--- config.mk ---
export PLATFORM = sky130hd
export DESIGN_NAME = ycr_cclk_gate_ctrl_n
export DESIGN_NICKNAME = d
export VERILOG_FILES = /design/src/rtl/ycr_cclk_pkg.sv /design/src/rtl/ctech_clk_gate.sv /design/src/rtl/ycr_cclk_gate_ch.sv /design/src/rtl/ycr_cclk_gate_ctrl_n.sv
export SDC_FILE = /design/constraint.sdc
export NUM_CORES = 1
export LEC_CHECK = 0
export ABC_CLOCK_PERIOD_IN_PS = 2400
export CORE_AREA = 2 2 151 79
export DETAILED_ROUTE_END_ITERATION = 10
export DIE_AREA = 0 0 153 81
export PLACE_DENSITY = 0.77
export SLEW_MARGIN = 40
export SYNTH_ARGS = -nofsm -noshare
export SYNTH_HDL_FRONTEND = slang
export SYNTH_SLANG_ARGS = --single-unit
--- constraint.sdc ---
create_clock -name clk_in -period 2.4 [get_ports clk_in]
set_input_delay 0.24 -clock clk_in [delete_from_list [all_inputs] [get_ports clk_in]]
set_output_delay 0.24 -clock clk_in [all_outputs]
set_load 0.05 [all_outputs]
--- src/rtl/ycr_cclk_pkg.sv ---
// Shared types for the N-channel core clock-gate controller.
package ycr_cclk_pkg;

  typedef enum logic [2:0] {
    CCLK_ON       = 3'd0,
    CCLK_OFF      = 3'd1,
    CCLK_AUTO     = 3'd2,
    CCLK_AUTO_IRQ = 3'd3
  } cclk_mode_e;

  typedef enum logic [1:0] {
    ST_RUN,
    ST_IDLE_WAIT,
    ST_GATED,
    ST_WAKE
  } cclk_st_e;

  // Reserved encodings 4-7 fall through to ON, so only the two AUTO codes gate.
  function automatic logic cclk_is_auto(input logic [2:0] mode);
    return (mode == CCLK_AUTO) || (mode == CCLK_AUTO_IRQ);
  endfunction

endpackage

--- src/rtl/ctech_clk_gate.sv ---
// Latch-based integrated clock gate: enable is captured while CLK is low so GCLK never glitches.
module ctech_clk_gate (
  input  logic GATE,
  input  logic CLK,
  output logic GCLK
);

  logic r_en;

  always_latch begin
    if (!CLK) r_en <= GATE;
  end

  assign GCLK = CLK & r_en;

endmodule

--- src/rtl/ycr_cclk_gate_ch.sv ---
// One gated clock channel: mode-driven FSM, idle hysteresis and wake timeout counters, ICG.
//   state        | meaning
//   ST_RUN       | clock running, watching for idle
//   ST_IDLE_WAIT | idle seen, counting hysteresis before gating
//   ST_GATED     | clock stopped, waiting for a wake source
//   ST_WAKE      | clock running, wakeup asserted until dst leaves idle or timeout
module ycr_cclk_gate_ch
  import ycr_cclk_pkg::*;
#(
  parameter int IRQ_W      = 3,
  parameter int IDLE_CNT_W = 8,
  parameter int WAKE_TMO   = 16
) (
  input  logic                  clk_in,
  input  logic                  reset_n,
  input  logic [2:0]            cfg_mode,
  input  logic [IDLE_CNT_W-1:0] cfg_idle_dly,
  input  logic [IRQ_W-1:0]      cfg_irq_mask,
  input  logic                  dst_idle,
  input  logic                  src_req,
  input  logic [IRQ_W-1:0]      irq,
  output logic                  clk_enb,
  output logic                  wakeup,
  output logic                  clk_out
);

  localparam int WCNT_W = $clog2(WAKE_TMO + 1);
  localparam logic [WCNT_W-1:0] WCNT_LAST = WCNT_W'(WAKE_TMO - 1);

  cclk_st_e              r_state;
  logic [IDLE_CNT_W-1:0] r_idle_cnt;
  logic [WCNT_W-1:0]     r_wake_cnt;
  logic                  r_clk_enb;
  logic                  r_wakeup;

  logic w_auto;
  logic w_off;
  logic w_wk;
  logic w_idl;

  assign w_auto = cclk_is_auto(cfg_mode);
  assign w_off  = (cfg_mode == CCLK_OFF);
  assign w_wk   = src_req | ((cfg_mode == CCLK_AUTO_IRQ) & |(irq & cfg_irq_mask));
  assign w_idl  = dst_idle & ~src_req;

  always_ff @(posedge clk_in) begin
    if (!reset_n) begin
      r_state    <= ST_RUN;
      r_idle_cnt <= '0;
      r_wake_cnt <= '0;
      r_clk_enb  <= 1'b1;
      r_wakeup   <= 1'b0;
    end else if (!w_auto) begin
      r_idle_cnt <= '0;
      r_wake_cnt <= '0;
      r_wakeup   <= 1'b0;
      r_state    <= w_off ? ST_GATED : ST_RUN;
      r_clk_enb  <= ~w_off;
    end else begin
      case (r_state)
        ST_RUN: begin
          r_clk_enb <= 1'b1;
          r_wakeup  <= 1'b0;
          if (w_idl && !w_wk) begin
            if (cfg_idle_dly == '0) begin
              r_state   <= ST_GATED;
              r_clk_enb <= 1'b0;
            end else begin
              r_state    <= ST_IDLE_WAIT;
              r_idle_cnt <= cfg_idle_dly - IDLE_CNT_W'(1);
            end
          end
        end
        ST_IDLE_WAIT: begin
          // Any wake, including one landing on the gating edge, aborts the countdown.
          if (!w_idl || w_wk) begin
            r_state    <= ST_RUN;
            r_idle_cnt <= '0;
          end else if (r_idle_cnt == '0) begin
            r_state   <= ST_GATED;
            r_clk_enb <= 1'b0;
          end else begin
            r_idle_cnt <= r_idle_cnt - IDLE_CNT_W'(1);
          end
        end
        ST_GATED: begin
          r_clk_enb <= 1'b0;
          if (w_wk) begin
            r_state    <= ST_WAKE;
            r_clk_enb  <= 1'b1;
            r_wakeup   <= 1'b1;
            r_wake_cnt <= '0;
          end
        end
        ST_WAKE: begin
          r_clk_enb <= 1'b1;
          if (!dst_idle || r_wake_cnt == WCNT_LAST) begin
            r_state    <= ST_RUN;
            r_wakeup   <= 1'b0;
            r_wake_cnt <= '0;
          end else begin
            r_wake_cnt <= r_wake_cnt + WCNT_W'(1);
          end
        end
        default: begin
          r_state   <= ST_RUN;
          r_clk_enb <= 1'b1;
          r_wakeup  <= 1'b0;
        end
      endcase
    end
  end

  assign clk_enb = r_clk_enb;
  assign wakeup  = r_wakeup;

  ctech_clk_gate u_icg (
    .GATE (r_clk_enb),
    .CLK  (clk_in),
    .GCLK (clk_out)
  );

endmodule

--- src/rtl/ycr_cclk_gate_ctrl_n.sv ---
// N-channel core clock-gate controller: slices shared config buses into independent channels.
module ycr_cclk_gate_ctrl_n
  import ycr_cclk_pkg::*;
#(
  parameter int NUM_CH     = 4,
  parameter int IRQ_W      = 3,
  parameter int IDLE_CNT_W = 8,
  parameter int WAKE_TMO   = 16
) (
  input  logic                    clk_in,
  input  logic                    reset_n,
  input  logic [NUM_CH*3-1:0]     cfg_mode,
  input  logic [IDLE_CNT_W-1:0]   cfg_idle_dly,
  input  logic [NUM_CH*IRQ_W-1:0] cfg_irq_mask,
  input  logic [NUM_CH-1:0]       dst_idle,
  input  logic [NUM_CH-1:0]       src_req,
  input  logic [IRQ_W-1:0]        irq,
  output logic [NUM_CH-1:0]       clk_enb,
  output logic [NUM_CH-1:0]       wakeup,
  output logic [NUM_CH-1:0]       clk_out
);

  for (genvar g = 0; g < NUM_CH; g++) begin : g_ch
    ycr_cclk_gate_ch #(
      .IRQ_W      (IRQ_W),
      .IDLE_CNT_W (IDLE_CNT_W),
      .WAKE_TMO   (WAKE_TMO)
    ) u_ch (
      .clk_in       (clk_in),
      .reset_n      (reset_n),
      .cfg_mode     (cfg_mode[3*g +: 3]),
      .cfg_idle_dly (cfg_idle_dly),
      .cfg_irq_mask (cfg_irq_mask[IRQ_W*g +: IRQ_W]),
      .dst_idle     (dst_idle[g]),
      .src_req      (src_req[g]),
      .irq          (irq),
      .clk_enb      (clk_enb[g]),
      .wakeup       (wakeup[g]),
      .clk_out      (clk_out[g])
    );
  end

endmodule

==> run summary, run 1 <==
Critical Path RT -> 2160 ps
P&R area growth vs syn -> 29.8%
Filler cells -> 1046
reg-to-reg critical path startpoint -> g_ch[1].u_ch.r_idle_cnt[4]$_SDFFE_PN0P_
routability cong. -> 0.961
RSZ-0062 raised after global routing -> true
EDFF count, synth -> 0
P_sw -> 0.00127 W
DRC Markers -> 0
Crit. Startpoint -> g_ch[3].u_ch.u_icg.r_en$_DLATCH_N_
antenna violations before repair -> 0
Critical Path Fanout Max -> 1
clock latency on the worst-skew pair -> 450 ps
# nets final -> 786
share of cells above drive strength 1 -> 14.3%
worst IR drop on VDD -> 0.000574 V
Synth area leaders -> dfxtp_1 28%, a21oi_1 5.9%, ha_1 4.6%
Total GRT Usage -> 25.4%
normalized max-slew margin -> 55.0%
static leakage -> 2.40 nW
post-DP HPWL -> 11.4 mm
1st-pass router iterations -> 5
ys async rst share -> 0%
switching share of power -> 30.8%
Synth area leader -> dfxtp_1
dpl cells -> 858
largest net degree at the start of global routing -> 15
GR Overflow Total -> 0
overall routed net length -> 15.6 mm
internal power -> 0.00287 W
initial cell density of the core -> 43.0%
Routed Antenna Nets -> 0
most used flip-flop cell after synthesis -> dfxtp_1
die area -> 12400 um^2
Max-cap violations -> 0
cells after synthesis -> 629
drt via density -> 6.20
total negative slack -> -696 ps
commonest non-fill, non-tap cell in the layout -> dfxtp_1
Comb pwr share -> 13.7%
status -> finished with violations
syn_area_per_cell -> 7.74 um^2
Clk pwr share -> 56.8%
DR vias -> 5446
critical path class -> latch -> out
Die Ht -> 81 um
Worst Path Arrival -> 2340 ps
# IOs -> 57
Critical Path Sink Type -> primary output
clk_skew -> 7.65 ps
initial drt markers -> 670
Worst Tran Pin Value -> 670 ps
Port Buffer Count -> 56
final hold vios -> 0
share of Yosys cell area claimed by the top area cell type -> 28.0%
first-pass GRT wire length -> 25.1 mm
ant diodes -> 0
PD cells -> 655 nW/um^2
clk slew on worst S/H paths -> 60 ps
Setup WS post-layout -> -177 ps
most frequent cells in the layout -> 68 x dfxtp_1, 60 x buf_4, 59 x nor2_1, 57 x a21oi_1, 52 x clkdlybuf4s50_1
final slew viol count -> 0
Hold WS -> 433 ps
fin util -> 55.8%
sequential power share -> 29.5%
Post-Syn Area -> 4870 um^2
die width -> 153 um
wire per inst -> 17.8 um
# setup viols final -> 8
Setup crit start kind -> latch
CTS tree -> yes
vias in the first global route -> 5009
synth unique cells -> 76
hold path startpoint -> g_ch[3].u_ch.clk_enb$_SDFFE_PN1P_
Mapped Nets -> 692
pre-CTS worst setup slack -> -323 ps
hold_buf cts -> 0
core footprint -> 11300 um^2
Seq cells post-synth -> 72
worst hold path type -> reg -> latch
failing checks -> setup timing
fin cells -> 879
row cnt -> 28
yosys warns -> 0
## worst max-delay path: stages, from the launching register on
cell     delay [ps]
dlxtn_1         390
and2_4          130
buf_8           140
## synth_stat cells (all sizes together), types with 5 or more instances
cell	n
dfxtp	68
nor2	59
a21oi	57
o21ai	45
nand2	39
nor3	22
clkbuf	21
o22ai	21
inv	20
nor2b	19
ha	18
buf	16
nand2b	13
a211oi	12
nand3	12
and3	10
nor4	10
o21a	10
nand3b	9
o31ai	9
or3	8
xnor2	8
a22oi	7
and2	7
o211ai	7
or4	7
a31oi	6
nor3b	6
a311oi	5
## power by group through the flow
| stage | combinational [W] | sequential, W | clock (W) |
|---|---|---|---|
| 3_3_place_gp | 0.000536 | 0.00124 | 0.000399 |
| 3_5_place_dp | 0.000549 | 0.00125 | 0.000399 |
| 6_report | 0.000568 | 0.00122 | 0.00235 |
| 4_1_cts | 0.000554 | 0.00122 | 0.00240 |
| 5_1_grt | 0.000612 | 0.00122 | 0.00247 |
| 2_1_floorplan | 0.000310 | 0.00123 | 0.000377 |
## flip-flops by register name (all words and copies together), names as in the netlist
register and cells:
g_ch.u_ch.u_icg.r_en 4, g_ch.u_ch.clk_enb 4, g_ch.u_ch.r_wake_cnt 20, g_ch.u_ch.r_state 8, g_ch.u_ch.r_idle_cnt 32, g_ch.u_ch.wakeup 4
## logic make-up (layout without fill, tap and decap cells)
family,Yosys count,after routing,synth area share [%]
and+or+nand+nor,234,234,26.0
muxes,4,4,0.874
buffers and inverters,58,158,5.50
xor gates and xnor gates,11,11,1.98
latches,4,4,1.23
adders and majority gates,18,18,4.63
AOI/OAI and AO/OA,232,232,31.8
DFF,68,68,28.0
## stage by stage
step	total power, W	instance area [um^2]
3_5_place_dp	0.00219	5880
2_1_floorplan	0.00192	4870
5_1_grt	0.00430	6320
3_3_place_gp	0.00218	5880
6_report	0.00414	6320
4_1_cts	0.00417	6320
## per-layer routing
metal | wire length (um) | vias to the layer above | track usage [%]
li1 | - | 2578 | -
met1 | 7360 | 2529 | 34.8
met3 | 1610 | 49 | 9.12
met2 | 6380 | 290 | 37.2
met4 | 274 | 0 | 8.06
met5 | 0 | - | 0
## final cells by class
type	instances	area (um^2)	area share (%)
multi-input combinational	499	3190	50.4
sequential	72	1420	22.5
timing repair buffer	112	971	15.4
clock buffer	20	417	6.60
tap	150	188	2.97
inverter	21	78.8	1.25
clock inverter	5	53.8	0.852
## path summary, 6_finish.rpt
| path | endpoint | slack [ps] | cells after the start |
|---|---|---|---|
| min reg2reg | g_ch[3].u_ch.u_icg.r_en$_DLATCH_N_ | 430 | 0 |
| max | clk_out[3] | -180 | 2 |
| min | g_ch[3].u_ch.u_icg.r_en$_DLATCH_N_ | 430 | 0 |
| max reg2reg | g_ch[1].u_ch.r_idle_cnt[2]$_SDFFE_PN0P_ | 170 | 5 |
## what timing repair did
item	CTS	global route
gates resized for setup	37	0
endpoints found under the setup margin	8	8
pin swaps	3	0
setup buffers	0	0
Power figures use the tool's default switching activity.
==> run 2, diff against run 1 <==
Settings changed: CORE_AREA 2 2 151 79 to 2 2 184 96, CTS_CLUSTER_SIZE set to 10, DIE_AREA 0 0 153 81 to 0 0 186 98, PLACE_DENSITY 0.77 to 0.59, SKIP_CTS_REPAIR_TIMING set to 1.
==> run 2 against run 1 <==
The flow still finishes with violations (setup timing). Sequential share of layout area is 0.78 points lower. Register-to-register slack worse by 30 ps. Sequential power hardly changed. Global-route usage is 7.5 points lower. Critical path type unchanged. Combinational power is 3% higher. Via count is 3.0% lower. Critical path depth stayed put.
==> run summary, run 2 (synthesis gave the netlist of run 1 again) <==
Comb pwr share -> 13.4% (was 13.7%)
row cnt -> 34 (was 28)
final hold vios -> 0 (unchanged)
Worst Path Arrival -> 2340 ps (about the same)
Most flops, register -> g_ch.u_ch.r_idle_cnt (unchanged)
Setup crit start kind -> latch (unchanged)
Setup WS post-layout -> -183 ps (was -177 ps)
Die Ht -> 98 um (was 81 um)
GR Overflow Total -> 0 (unchanged)
Max-cap violations -> 0 (unchanged)
RSZ-0062 raised after global routing -> true (unchanged)
initial drt markers -> 491 (was 670)
1st-pass router iterations -> 5 (unchanged)
Worst R2R Setup Slack -> 140 ps (was 170 ps)
Placement Cell Area -> 6070 um^2 (was 5880 um^2)
clk slew on worst S/H paths -> 70 ps (was 60 ps)
# setup viols final -> 8 (unchanged)
antenna violations before repair -> 0 (unchanged)
Port Buffer Count -> 56 (unchanged)
die width -> 186 um (was 153 um)
Routed Antenna Nets -> 0 (unchanged)
worst hold path type -> reg -> latch (unchanged)
pre-CTS worst setup slack -> -300 ps (was -323 ps)
status -> finished with violations (unchanged)
DR vias -> 5283 (was 5446)
overall routed net length -> 16.1 mm (was 15.6 mm)
CTS tree -> yes (unchanged)
commonest non-fill, non-tap cell in the layout -> buf_4 (was dfxtp_1)
P&R area growth vs syn -> 34.7% (was 29.8%)
share of cells above drive strength 1 -> 15.8% (was 14.3%)
switching share of power -> 29.8% (was 30.8%)
final slew viol count -> 0 (unchanged)
routability cong. -> 0.909 (was 0.961)
Worst Tran Pin Value -> 619 ps (was 670 ps)
Critical Path RT -> 2160 ps (about the same)
Largest register FFs -> 32 (unchanged)
die area -> 18200 um^2 (was 12400 um^2)
post-DP HPWL -> 12.1 mm (was 11.4 mm)
ant diodes -> 0 (unchanged)
internal power -> 0.00306 W (was 0.00287 W)
drt via density -> 5.42 (was 6.20)
total power -> 0.00437 W (was 0.00414 W)
# IOs -> 57 (unchanged)
clk_skew -> 13.5 ps (was 7.65 ps)
dpl cells -> 954 (was 858)
P_sw -> 0.00130 W (was 0.00127 W)
first-pass GRT wire length -> 25.4 mm (was 25.1 mm)
Hold WS -> 427 ps (was 433 ps)
normalized max-slew margin -> 58.4% (was 55.0%)
static leakage -> 2.47 nW (was 2.40 nW)
sequential power share -> 27.9% (was 29.5%)
clock latency on the worst-skew pair -> 460 ps (was 450 ps)
# nets final -> 798 (was 786)
DRC Markers -> 0 (unchanged)
vias in the first global route -> 4651 (was 5009)
PD cells -> 666 nW/um^2 (was 655 nW/um^2)
most frequent cells in the layout -> 72 x buf_4, 68 x dfxtp_1, 59 x nor2_1, 57 x a21oi_1, 52 x clkdlybuf4s50_1 (was 68 x dfxtp_1, 60 x buf_4, 59 x nor2_1, 57 x a21oi_1, 52 x clkdlybuf4s50_1)
Critical Path Fanout Max -> 1 (unchanged)
Largest regs -> g_ch.u_ch.r_idle_cnt x32, g_ch.u_ch.r_wake_cnt x20, g_ch.u_ch.r_state x8 (unchanged)
largest net degree at the start of global routing -> 15 (unchanged)
Critical Path Sink Type -> primary output (unchanged)
Total GRT Usage -> 17.9% (was 25.4%)
hold path depth -> 0 (unchanged)
post-route cell area -> 6560 um^2 (was 6320 um^2)
failing checks -> setup timing (unchanged)
fin cells -> 975 (was 879)
worst IR drop on VDD -> 0.000547 V (was 0.000574 V)
Clk pwr share -> 58.7% (was 56.8%)
critical path class -> latch -> out (unchanged)
wire per inst -> 16.5 um (was 17.8 um)
core footprint -> 16800 um^2 (was 11300 um^2)
R2R depth -> 5 (unchanged)
initial cell density of the core -> 29.0% (was 43.0%)
==> run 2: per-layer routing <==
metal  vias to the layer above  global-route usage (%)  wire length, um
met5                         -                       0                0
met4                         0                    5.15              272
met3                        24                    6.27             1580
met2                       227                    20.6             5760
met1                      2430                    29.1             8490
li1                       2602                       -                -
==> run 2: area by class of cell <==
cell class / instances / area, um^2
well taps: 234 / 293
clock buffers: 20 / 407
flip-flops and latches: 72 / 1430
repair buffers: 124 / 1060
clock inverters: 5 / 104
fillers: 1719 / 10200
multi-input cells: 499 / 3190
inverters: 21 / 78.8
==> run 2: path summary, 6_finish.rpt <==
check | start | endpoint
worst max-delay path | g_ch[3].u_ch.u_icg.r_en$_DLATCH_N_ | clk_out[3]
worst min-delay path | g_ch[2].u_ch.clk_enb$_SDFFE_PN1P_ | g_ch[2].u_ch.u_icg.r_en$_DLATCH_N_
worst max register to register | g_ch[1].u_ch.r_idle_cnt[5]$_SDFFE_PN0P_ | g_ch[1].u_ch.r_idle_cnt[4]$_SDFFE_PN0P_
worst min register to register | g_ch[2].u_ch.clk_enb$_SDFFE_PN1P_ | g_ch[2].u_ch.u_icg.r_en$_DLATCH_N_
==> run 2: critical path, cell delays in order, from the launching register on <==
cell	delay, ps
dlxtn_2	400
and2_4	130
buf_8	140
==> run 2: per-stage QoR <==
stage               TNS [ps]  utilization [%]
floorplan                  0                -
finish                  -715             39.0
global route            -874             39.0
CTS                    -3300             38.8
global placement       -1350             36.1
detailed placement     -1440             36.1
==> run 2: power by group through the flow <==
stage          logic (W)  clock network, W  registers [W]
3_3_place_gp    0.000567          0.000399        0.00124
2_1_floorplan   0.000310          0.000377        0.00123
5_1_grt         0.000626           0.00269        0.00122
4_1_cts         0.000572           0.00247        0.00122
3_5_place_dp    0.000568          0.000399        0.00124
6_report        0.000583           0.00256        0.00122
